## config.mk

```make
export PLATFORM = sky130hd
export DESIGN_NAME = fir_div_37s_13ns_24
export DESIGN_NICKNAME = d
export VERILOG_FILES = /design/src/rtl/fir_div_pkg.sv /design/src/rtl/fir_div_step.sv /design/src/rtl/fir_div_37s_13ns_24.sv
export SDC_FILE = /design/constraint.sdc
export NUM_CORES = 1
export LEC_CHECK = 0
export ABC_AREA = 0
export CAP_MARGIN = 0
export CORE_ASPECT_RATIO = 1.5
export CORE_MARGIN = 5
export CORE_UTILIZATION = 36
export CTS_CLUSTER_DIAMETER = 100
export CTS_CLUSTER_SIZE = 24
export DETAILED_ROUTE_END_ITERATION = 8
export PLACE_DENSITY_LB_ADDON = 0.15
export SETUP_SLACK_MARGIN = 0.1
export SLEW_MARGIN = 5
export SYNTH_ARGS = -nofsm -noshare
export SYNTH_HDL_FRONTEND = slang
export SYNTH_SLANG_ARGS = --single-unit
```

## constraint.sdc

```tcl
create_clock -name clk -period 10.55 [get_ports clk]
set_input_delay 3.165 -clock clk [delete_from_list [all_inputs] [get_ports clk]]
set_output_delay 3.165 -clock clk [all_outputs]
set_load 0.01 [all_outputs]
```

## src/rtl/fir_div_pkg.sv

```systemverilog
// Shared widths, saturation limits and FSM encoding for the FIR output
// normalisation divider (37-bit signed dividend / 13-bit unsigned divisor).
package fir_div_pkg;

   localparam int N_W   = 37;  // dividend width (signed)
   localparam int D_W   = 13;  // divisor width (unsigned)
   localparam int Q_W   = 24;  // quotient width (signed)
   localparam int R_W   = 14;  // remainder width (signed)
   localparam int CNT_W = 5;   // iteration counter width

   localparam logic signed [Q_W-1:0] QMAX = 24'sh7FFFFF;  //  2^23-1
   localparam logic signed [Q_W-1:0] QMIN = 24'sh800000;  // -2^23

   // Largest quotient magnitude allowed for a negative result (2^23).
   localparam logic [Q_W-1:0] QLIM_NEG = 24'h800000;

   // Counter start value: one iteration per quotient bit.
   localparam logic [CNT_W-1:0] CNT_INIT = CNT_W'(Q_W - 1);

   typedef enum logic [1:0] {
      IDLE = 2'd0,
      CALC = 2'd1,
      DONE = 2'd2
   } state_t;

   // Saturated quotient for a given result sign.
   function automatic logic [Q_W-1:0] sat_quotient(input logic sn);
      return sn ? QMIN : QMAX;
   endfunction

endpackage

```

## src/rtl/fir_div_step.sv

```systemverilog
// One restoring-division iteration: shift the next dividend bit into the
// partial remainder and subtract the divisor when it fits.
module fir_div_step
   import fir_div_pkg::*;
(
   input  logic [R_W-1:0] i_r,    // partial remainder, always < divisor
   input  logic           i_bit,  // next dividend bit, MSB first
   input  logic [D_W-1:0] i_d,    // divisor, non-zero
   output logic [R_W-1:0] o_r,    // updated partial remainder
   output logic           o_q     // quotient bit produced this iteration
);

   logic [R_W-1:0] w_t;
   logic [R_W-1:0] w_d_ext;
   logic [R_W-1:0] w_diff;

   // The remainder is below the divisor, so it fits in R_W-1 bits and the
   // shifted trial value cannot lose its top bit.
   assign w_t     = {i_r[R_W-2:0], i_bit};
   assign w_d_ext = {{(R_W-D_W){1'b0}}, i_d};
   assign w_diff  = w_t - w_d_ext;
   assign o_q     = (w_t >= w_d_ext);
   assign o_r     = o_q ? w_diff : w_t;

endmodule

```

## src/rtl/fir_div_37s_13ns_24.sv

```systemverilog
// Iterative signed-by-unsigned restoring divider used to normalise the FIR
// accumulator. Quotient truncates toward zero and saturates; the remainder
// takes the sign of the dividend.
//
// Handshake: an input transfer happens on a clock edge with
// ce & in_valid & in_ready, an output transfer on a clock edge with
// ce & out_valid & out_ready. in_ready is high only in IDLE and out_valid
// only in DONE, so a new operand is taken only after the previous result
// has left; in_valid seen while busy is ignored and the producer holds
// its data until in_ready.
module fir_div_37s_13ns_24
   import fir_div_pkg::*;
(
   input  logic           clk,
   input  logic           reset,
   input  logic           ce,
   input  logic           in_valid,
   output logic           in_ready,
   input  logic [N_W-1:0] dividend,
   input  logic [D_W-1:0] divisor,
   output logic           out_valid,
   input  logic           out_ready,
   output logic [Q_W-1:0] quotient,
   output logic [R_W-1:0] remainder,
   output logic           ovf,
   output logic           dbz,
   output state_t         dbg_state
);

   state_t           r_state;
   logic             r_in_ready;
   logic             r_out_valid;
   logic             r_sn;
   logic [D_W-1:0]   r_d;
   logic [R_W-1:0]   r_r;
   logic [Q_W-1:0]   r_qsh;
   logic [CNT_W-1:0] r_cnt;
   logic [Q_W-1:0]   r_quotient;
   logic [R_W-1:0]   r_remainder;
   logic             r_ovf;
   logic             r_dbz;

   logic [N_W-1:0]   w_an;
   logic [R_W-1:0]   w_step_r;
   logic             w_step_q;
   logic [Q_W-1:0]   w_q_final;
   logic             w_q_over;

   // Magnitude of the dividend; -2^36 maps onto 2^36 as an unsigned value.
   assign w_an = dividend[N_W-1] ? -dividend : dividend;

   // The shift register feeds dividend bits out of its top while quotient
   // bits enter at the bottom; after the last step it holds the magnitude.
   assign w_q_final = {r_qsh[Q_W-2:0], w_step_q};

   // Positive results may reach 2^23-1, negative ones 2^23.
   assign w_q_over = r_sn ? (w_q_final > QLIM_NEG) : w_q_final[Q_W-1];

   fir_div_step u_step (
      .i_r   (r_r),
      .i_bit (r_qsh[Q_W-1]),
      .i_d   (r_d),
      .o_r   (w_step_r),
      .o_q   (w_step_q)
   );

   // Control FSM, iteration datapath and result registers.
   always_ff @(posedge clk) begin
      if (reset) begin
         r_state     <= IDLE;
         r_in_ready  <= 1'b1;
         r_out_valid <= 1'b0;
         r_sn        <= 1'b0;
         r_d         <= '0;
         r_r         <= '0;
         r_qsh       <= '0;
         r_cnt       <= '0;
         r_quotient  <= '0;
         r_remainder <= '0;
         r_ovf       <= 1'b0;
         r_dbz       <= 1'b0;
      end else if (ce) begin
         unique case (r_state)
            IDLE: begin
               if (in_valid && r_in_ready) begin
                  r_sn       <= dividend[N_W-1];
                  r_d        <= divisor;
                  r_in_ready <= 1'b0;
                  if (divisor == '0) begin
                     r_quotient  <= sat_quotient(dividend[N_W-1]);
                     r_remainder <= '0;
                     r_dbz       <= 1'b1;
                     r_ovf       <= 1'b0;
                     r_out_valid <= 1'b1;
                     r_state     <= DONE;
                  end else if (w_an[N_W-1:Q_W] >= divisor) begin
                     // Magnitude would need more than Q_W bits.
                     r_quotient  <= sat_quotient(dividend[N_W-1]);
                     r_remainder <= '0;
                     r_dbz       <= 1'b0;
                     r_ovf       <= 1'b1;
                     r_out_valid <= 1'b1;
                     r_state     <= DONE;
                  end else begin
                     r_r     <= {1'b0, w_an[N_W-1:Q_W]};
                     r_qsh   <= w_an[Q_W-1:0];
                     r_cnt   <= CNT_INIT;
                     r_state <= CALC;
                  end
               end
            end
            CALC: begin
               r_r   <= w_step_r;
               r_qsh <= w_q_final;
               if (r_cnt == '0) begin
                  r_dbz       <= 1'b0;
                  r_out_valid <= 1'b1;
                  r_state     <= DONE;
                  if (w_q_over) begin
                     r_quotient  <= sat_quotient(r_sn);
                     r_remainder <= '0;
                     r_ovf       <= 1'b1;
                  end else begin
                     r_quotient  <= r_sn ? -w_q_final : w_q_final;
                     r_remainder <= r_sn ? -w_step_r : w_step_r;
                     r_ovf       <= 1'b0;
                  end
               end else begin
                  r_cnt <= r_cnt - CNT_W'(1);
               end
            end
            DONE: begin
               if (out_ready) begin
                  r_out_valid <= 1'b0;
                  r_in_ready  <= 1'b1;
                  r_state     <= IDLE;
               end
            end
            default: begin
               r_out_valid <= 1'b0;
               r_in_ready  <= 1'b1;
               r_state     <= IDLE;
            end
         endcase
      end
   end

   assign in_ready  = r_in_ready;
   assign out_valid = r_out_valid;
   assign quotient  = r_quotient;
   assign remainder = r_remainder;
   assign ovf       = r_ovf;
   assign dbz       = r_dbz;
   assign dbg_state = r_state;

endmodule

```

==> flow_metrics.py <==
metrics = {
    "routing": {
        "wire_per_inst_um": 18.63,
        "totalWireLength_mm": 23.32,
        "vias_per_cell": 5.528,
        "first_iter_violations": 350,
        "firstDrtPassIters": 5,
        "drc": 0,
        "vias": 6921,
        "antenna_left": 0,
    },
    "synth": {
        "synth_edf_count": 0,
        "synth_seq_cells": 100,
        "yosys_warnings": 0,
        "synth.net_count": 1020,
        "netlist_area_um2": 6999,
        "yosysUniqueCellTypes": 68,
        "synthCells": 932,
        "synth_flop_cell": "dfxtp_1",
        "avgSynthCellArea_um2": 7.510,
        "yosysSeqAreaShare": 0.2860,
        "async_flop_share": 0,
    },
    "floorplanning": {
        "start_util": 0.3653,
        "core_area_um2": 19160,
        "die_h_um": 180.8,
        "io_pins": 99,
        "die_x_um": 123.9,
        "rows": 62,
        "die_area_um2": 22390,
    },
    "worst_setup_path": {
        "worstPathRequired_ns": 10.75,
        "startpoint_type": "input port",
        "cp.arrival_ns": 8.48,
        "critical_path_class": "input port to flop",
        "endpoint_kind": "flop",
        "critPathMaxFanout": 33,
    },
    "layout": {
        "area_growth_pct": 20.13,
        "fin_cells": 1252,
        "final_common_cell": "nand2_1",
        "drive_gt1_frac": 0.04217,
        "design_area_um2": 8408,
        "antenna_cells": 0,
        "final_cell_mix": "141 x nand2_1, 100 x dfxtp_1, 97 x clkdlybuf4s50_1",
        "layout.nets": 1079,
    },
    "power": {
        "power-per-cell-area_nw_per_um2": 189.5,
        "p_int_w": 0.0008865,
        "clockPowerShare": 0.200,
        "power_w": 0.001594,
        "p_leak_nw": 3.048,
        "power_frac_comb": 0.504,
        "switching_share": 0.4437,
        "irDropWorstVdd_uv": 87.75,
        "seqPwrFrac": 0.296,
        "switching_power_w": 0.0007071,
    },
    "cts": {
        "cts_tree": "done",
        "post_cts_resized": 0,
        "cts_root_buffer": "clkbuf_16",
        "post_cts_buffers": 0,
        "cts_sinks": 100,
        "clk_latency_ns": 0.35,
        "cts_hold_buf": 0,
        "clockBufferDepth": 2,
        "cts_buffers": 9,
        "cts_htree_levels": 3,
        "clk_pin_slew_worst_paths_ns": 0.07,
    },
    "global_routing": {
        "grt_usage": 0.2118,
        "grt_max_degree": 94,
        "grt_pass1_vias": 6997,
        "antenna_found_initial": 0,
        "grt_pass1_wl_mm": 37.14,
        "grt_remaining_overflow": 0,
    },
    "sta": {
        "fin_crit_sh": 0.7845,
        "max_freq_mhz": 120.8,
        "hold_viol_final": 0,
        "report.final.slew_viol_count": 0,
        "rsz0062_at_grt": "no",
        "finClkSkew_ns": 0.008500,
        "fin_crit_ns": 8.277,
        "timing.hold.ws_ns": 0.4572,
        "finalSetupViolCount": 0,
        "finalSetupTns_ns": 0,
        "worstMarginPinSlew_ns": 1.023,
        "slew_headroom": 0.3180,
    },
    "placed_design": {
        "place_area_um2": 8132,
        "hpwl_mm": 17.96,
        "io_buffers": 98,
        "gp_congestion": 0.9383,
        "post-place-cells": 1236,
    },
    "worst_hold_path": {
        "hold_class": "flop to flop",
    },
    "run": {
        "max_cap_viol_count": 0,
    },
    "run_status": {
        "status": "finished, final reports clean",
    },
}
[power by group through the flow]
stage | combinational [W] | clock [W] | sequential, W
3_3_place_gp | 0.000800 | 0 | 0.000480
2_1_floorplan | 0.000553 | 0 | 0.000463
5_1_grt | 0.000880 | 0.000343 | 0.000478
6_report | 0.000803 | 0.000319 | 0.000472
4_1_cts | 0.000802 | 0.000326 | 0.000471
3_5_place_dp | 0.000798 | 0 | 0.000480
[sequential cells by signal, indices dropped and copies added, names as in the netlist]
name and count:
r_sn 1, in_ready 1, r_d 13, dbg_state 2
dbz 1, out_valid 1, ovf 1, r_qsh 24
quotient 24, remainder 14, r_cnt 5, r_r 13
[cell usage after synthesis (all sizes together) (4+ instances only)]
| cell type | number | area share |
|---|---|---|
| a311oi | 4 | 0.0050 |
| o21ai | 39 | 0.028 |
| and2 | 4 | 0.0036 |
| nor2 | 72 | 0.041 |
| a211oi | 10 | 0.011 |
| a32oi | 4 | 0.0050 |
| xor2 | 34 | 0.043 |
| a21oi | 90 | 0.064 |
| nand2b | 13 | 0.012 |
| nor2b | 8 | 0.0072 |
| o41ai | 10 | 0.015 |
| buf | 14 | 0.011 |
| or3 | 5 | 0.0052 |
| inv | 40 | 0.021 |
| nand3 | 8 | 0.0057 |
| dfxtp | 100 | 0.29 |
| a22o | 10 | 0.013 |
| clkbuf | 47 | 0.025 |
| o22ai | 5 | 0.0045 |
| o21a | 10 | 0.011 |
| xnor2 | 38 | 0.048 |
| nand2 | 141 | 0.076 |
| a21o | 5 | 0.0054 |
| or4 | 7 | 0.0086 |
| nand4 | 8 | 0.0072 |
| and3 | 4 | 0.0036 |
| o31ai | 23 | 0.025 |
| nor4 | 9 | 0.011 |
| mux2i | 10 | 0.014 |
| nor3 | 41 | 0.029 |
| a31oi | 4 | 0.0036 |
| o211ai | 40 | 0.043 |
| nand3b | 4 | 0.0043 |
| ha | 32 | 0.057 |
[cell type report]
type / count / area [um2]
fill: 2058 / 10750
multi-input combinational: 730 / 4597
clock buffer: 10 / 229.0
clock inverter: 6 / 47.55
tap: 256 / 320.3
sequential: 100 / 2002
inverter: 41 / 153.9
timing repair buffer: 109 / 1059
[cells by family after synthesis]
| family | Yosys count | synth area share |
|---|---|---|
| compound gates | 279 | 0.2628 |
| xor+xnor | 72 | 0.09010 |
| fa+ha+maj | 33 | 0.06006 |
| buf+inv | 102 | 0.05845 |
| flops | 100 | 0.2860 |
| mux | 11 | 0.01591 |
| simple gates | 335 | 0.2267 |
[per-stage QoR]
step	setup slack, ns	utilization
final	2.273	0.4388
after global routing	1.725	0.4388
after CTS	2.238	0.4388
after detailed placement	1.895	0.4244
after global placement	2.059	0.4244
after floorplan	3.312	-
[worst max-delay path, stage by stage]
cell	delay, ns
clkdlybuf4s50_1	0.44
or4_1	0.60
nor4b_1	0.55
nand4b_1	0.41
o41ai_1	0.47
xnor2_1	0.14
ha_1	0.31
and4_1	0.22
nand4_1	0.10
o311ai_0	0.70
o31a_1	0.19
buf_4	0.33
o211ai_1	0.33
buf_4	0.29
a21oi_1	0.13
nor3_1	0.07
[path summary, 6_finish.rpt]
kind                     startpoint                        end  slack [ns]  cells past startpoint
max                    dividend[14]   quotient[0]$_SDFFE_PP0P_        2.27                     16
min             r_d[5]$_SDFFE_PP0P_        r_d[5]$_SDFFE_PP0P_        0.46                      2
max reg2reg  r_qsh[23]$_SDFFE_PP0P_  remainder[6]$_SDFFE_PP0P_        5.37                     15
min reg2reg     r_d[5]$_SDFFE_PP0P_        r_d[5]$_SDFFE_PP0P_        0.46                      2
[per-layer routing]
metal	GRT usage	vias up	routed length [um]
met1	0.2197	3284	8553
met5	0	-	0
met4	0.09002	0	886
met2	0.4121	129	13160
li1	-	3462	-
met3	0.02409	46	721
No activity file was read; power rests on OpenSTA's default activity.
